<file path="config.mk">
export PLATFORM = sky130hd
export DESIGN_NAME = rsc2_ntable
export DESIGN_NICKNAME = d
export VERILOG_FILES = /design/src/rtl/rsc2_ntable_pkg.sv /design/src/rtl/rsc2_ntable.sv
export SDC_FILE = /design/constraint.sdc
export NUM_CORES = 1
export LEC_CHECK = 0
export BUFFER_PORTS_ARGS = -buffer_cell sky130_fd_sc_hd__buf_2
export CAP_MARGIN = 20
export CORE_ASPECT_RATIO = 1.1
export CORE_MARGIN = 2
export CORE_UTILIZATION = 30
export CTS_BUF_LIST = sky130_fd_sc_hd__clkbuf_2
export DETAILED_ROUTE_END_ITERATION = 7
export GPL_TIMING_DRIVEN = 0
export PLACE_DENSITY_LB_ADDON = 0.15
export SYNTH_ARGS = -nofsm -noshare
export SYNTH_HDL_FRONTEND = slang
export SYNTH_SLANG_ARGS = --single-unit
export TNS_END_PERCENT = 50
</file>
<file path="constraint.sdc">
create_clock -name iclk -period 0.86 [get_ports iclk]
set_input_delay 0.258 -clock iclk [delete_from_list [all_inputs] [get_ports iclk]]
set_output_delay 0.258 -clock iclk [all_outputs]
set_load 0.03 [all_outputs]
</file>
<file path="src/rtl/rsc2_ntable_pkg.sv">
// Shared constants for the RSC2 packet-length lookup: DVB-RCS couple sizes
// indexed by packet type, plus helpers that resolve reserved codes.
package rsc2_ntable_pkg;

  localparam int cPTYPE_NUM = 12;

  localparam logic [12:0] cN_DEFAULT = 13'd48;

  localparam logic [12:0] cN_TABLE [cPTYPE_NUM] = '{
    13'd48,  13'd64,  13'd212, 13'd220,
    13'd228, 13'd424, 13'd432, 13'd440,
    13'd752, 13'd848, 13'd856, 13'd864
  };

  function automatic logic is_reserved(input logic [5:0] ptype);
    return (ptype >= 6'(cPTYPE_NUM));
  endfunction

  // Reserved codes fall back to the smallest block so downstream address
  // counters always see a legal edge.
  function automatic logic [12:0] get_n(input logic [5:0] ptype);
    logic [12:0] n;
    if (is_reserved(ptype)) begin
      n = cN_DEFAULT;
    end else begin
      n = cN_TABLE[ptype[3:0]];
    end
    return n;
  endfunction

endpackage

</file>
<file path="src/rtl/rsc2_ntable.sv">
// Packet-type to block length (N, N-1) lookup for the RSC2 decoder source.
// Define RSC2_NTABLE_COMB_EN for a purely combinational, zero-latency version.
module rsc2_ntable
  import rsc2_ntable_pkg::*;
#(
  parameter int pN_W = 13
) (
  input  logic            iclk,
  input  logic            ireset,
  input  logic            iclkena,
  input  logic [5:0]      iptype,
  output logic [pN_W-1:0] oN,
  output logic [pN_W-1:0] oNm1,
  output logic            oerr
);

  logic [pN_W-1:0] n_d;
  logic [pN_W-1:0] nm1_d;
  logic            err_d;

  always_comb begin
    n_d   = pN_W'(get_n(iptype));
    nm1_d = n_d - pN_W'(1);
    err_d = is_reserved(iptype);
  end

`ifdef RSC2_NTABLE_COMB_EN

  // Clock, reset and enable have no role when the lookup is combinational.
  logic unused_ok;
  assign unused_ok = ^{iclk, ireset, iclkena};

  assign oN   = n_d;
  assign oNm1 = nm1_d;
  assign oerr = err_d;

`else

  logic [pN_W-1:0] n_q;
  logic [pN_W-1:0] nm1_q;
  logic            err_q;

  always_ff @(posedge iclk or posedge ireset) begin
    if (ireset) begin
      n_q   <= pN_W'(cN_DEFAULT);
      nm1_q <= pN_W'(cN_DEFAULT) - pN_W'(1);
      err_q <= 1'b0;
    end else if (iclkena) begin
      n_q   <= n_d;
      nm1_q <= nm1_d;
      err_q <= err_d;
    end
  end

  assign oN   = n_q;
  assign oNm1 = nm1_q;
  assign oerr = err_q;

`endif

endmodule

</file>
==> flow_summary.yaml <==
run_status:
  status: "finished, violations left"
  violations: "setup timing"
yosys:
  synth_area_leaders: "dfrtp_1 32%, dfstp_2 11%, ha_1 6.3%, buf_4 4.4%, o21ai_0 3.4%"
  ys_ff_latch: 20
  synth.top_cell.area_share: 0.317
  synthFlopType: "dfrtp_1"
  synth_edf_count: 0
  synth-seq-area-share: 0.429
  ys_async_sr_fraction: 1.00
  synth_cells: 123
  yosys.cell_types.count: 40
  netlist_area_um2: 1180
  synth_top_area_cell: "dfrtp_1"
  yosysWarnings: 0
  avgSynthCellArea_um2: 9.61
floorplan:
  io_pins: 36
  chipWidth_um: 63.9
  die_h_um: 69.8
  coreArea_um2: 3710
  die_area_um2: 4460
  initial_core_util: 0.319
  rows: 23
drt:
  antenna_left: 0
  vias: 1040
  drt_iter0_drc: 24
  wl_per_cell_um: 12.8
  vias_per_cell: 4.64
  route.detailed.drc: 0
  drtPass1Iterations: 4
  routed_wl_um: 2860
cells_and_area:
  nets: 190
  layout_common_cells: "26 x buf_6, 21 x buf_4, 15 x dfrtp_1"
  antenna_cells: 0
  syn_to_final_growth_pct: 53.7
  final_common_cell: "buf_6"
  layout-drive-gt1-share: 0.511
  fillers: 361
  fin_util: 0.489
cts:
  cts-root-buf: "clkbuf_2"
  cts_max_level: 1
  cts_tree: "yes"
  path_clk_slew_ns: 0.19
  clock_latency_ns: 0.30
  clock-sinks: 20
  cts_buffers: 3
  clock_path_buffers: 2
sta:
  tns_ns: -12.12
  finClkSkew_ns: 0
  fmax_mhz: 663
  tightest_slew_ns: 0.759
  setup_viol: 38
  max_slew_margin: 0.493
  fin_crit_sh: 1.76
  hold_viol: 0
  rsz0062_at_grt: "true"
  worst_slack_ns: -0.649
  slew_violations: 0
  fin_crit_ns: 1.51
critical_path:
  r2r_slack_ns: -0.08
  crit-reg2reg-launch: "oNm1[5]"
  critPathKind: "primary input to register"
  crit_path_start: "iptype[4]"
  worst_ep_required_time_ns: 1.10
  crit_path_start_kind: "primary input"
  worstPathArrival_ns: 1.75
  path_max_fanout: 4
  setup.worst_path.end_class: "register"
global_route:
  grt_pass1_wl_um: 4660
  overflow: 0
  grt_pass1_vias: 989
  antenna_found_initial: 0
  track_usage: 0.133
  grt_max_degree: 21
power:
  p_leak_nw: 0.827
  powerDensity_nw_per_um2: 1190
  ir_drop_mv: 0.389
  power_mw: 2.17
placement:
  post-place-ws_ns: -1.06
  numPortBuffers: 28
  globalplace.congestion: 0.798
  dpl.hpwl_um: 2080
run:
  maxCapViolations: 0
hold_path:
  hold_path.class: "primary input to asynchronous set/reset pin"
==> worst paths after layout <==
| path | end | cells after the start |
|---|---|---|
| max | oNm1[6] | 8 |
| min | oNm1[7] | 2 |
| max reg2reg | oNm1[5] | 3 |
| min reg2reg | oNm1[3] | 2 |
| max in group asynchronous | oN[2] | 2 |
| min in group iclk | oNm1[4] | 2 |
==> routing by layer <==
metal / routed length, µm / track usage
met1: 1260 / 0.166
met2: 1470 / 0.227
met3: 88 / 0.0114
met4: 45 / 0.0652
met5: 0 / 0
==> sequential cells by signal (all words and copies together) (netlist names) <==
| signal | count |
|---|---|
| oerr | 1 |
| oNm1 | 11 |
| oN | 8 |
==> power breakdown <==
group,internal (mW),switching [mW]
sequential,1.01,0.0391
combinational,0.336,0.399
clock,0.101,0.280
==> synth_stat cells, types with 3 or more instances <==
| cell type | count |
|---|---|
| nand3b_1 | 3 |
| dfrtp_1 | 15 |
| a31oi_1 | 4 |
| buf_4 | 7 |
| inv_1 | 8 |
| a21o_1 | 3 |
| ha_1 | 6 |
| dfstp_2 | 5 |
| clkbuf_1 | 4 |
| o211ai_1 | 3 |
| a21oi_1 | 4 |
| o21ai_0 | 8 |
| nand2_1 | 7 |
| nor2b_1 | 4 |
| nor2_1 | 9 |
==> cells by family (layout without fill, tap and decap cells) <==
group                    Yosys count  count (layout)  share of synthesized area
AO/OA/AOI/OAI                     30              30                      0.171
flip-flops                        20              20                      0.429
XOR/XNOR                           2               2                     0.0148
adder cells (fa/ha/maj)            6               6                     0.0635
buffers and inverters             21              67                     0.0910
other                              2               7                    0.00635
AND/OR/NAND/NOR                   37              37                      0.176
multiplexers                       5               5                     0.0487
==> cell type report <==
cell class	instances	area (µm²)	area share
well taps	50	62.6	0.0344
inverters	8	30.0	0.0165
flip-flops and latches	20	507	0.279
clock buffers	3	15.0	0.00826
repair buffers	42	395	0.218
plain buffers	13	103	0.0565
clock inverters	1	3.75	0.00207
multi-input cells	87	701	0.386
==> critical path, stage by stage <==
cell	delay, ns
buf_6	0.09
or2_0	0.22
clkbuf_8	0.15
a21o_1	0.17
or2_4	0.24
ha_4	0.18
a311o_1	0.26
a31oi_1	0.16
==> per-stage QoR <==
| step | instances | area [µm²] | hold WS (ns) |
|---|---|---|---|
| 2_1_floorplan | 128 | 1250 | 0.218 |
| 3_3_place_gp | 206 | 1450 | 0.410 |
| 3_5_place_dp | 206 | 1450 | 0.434 |
| 4_1_cts | 219 | 1730 | 0.0558 |
| 5_1_grt | 224 | 1820 | 0.0656 |
| 6_report | 224 | 1820 | 0.0364 |
==> repair_timing <==
| action | 4_1_cts | 5_1_grt |
|---|---|---|
| hold buffers | 0 | 0 |
| gates resized for setup | 60 | 18 |
| endpoints found under the setup margin | 38 | 40 |
| setup buffers | 9 | 6 |
| pin swaps | 8 | 9 |
No activity file was read; power rests on OpenSTA's default activity.
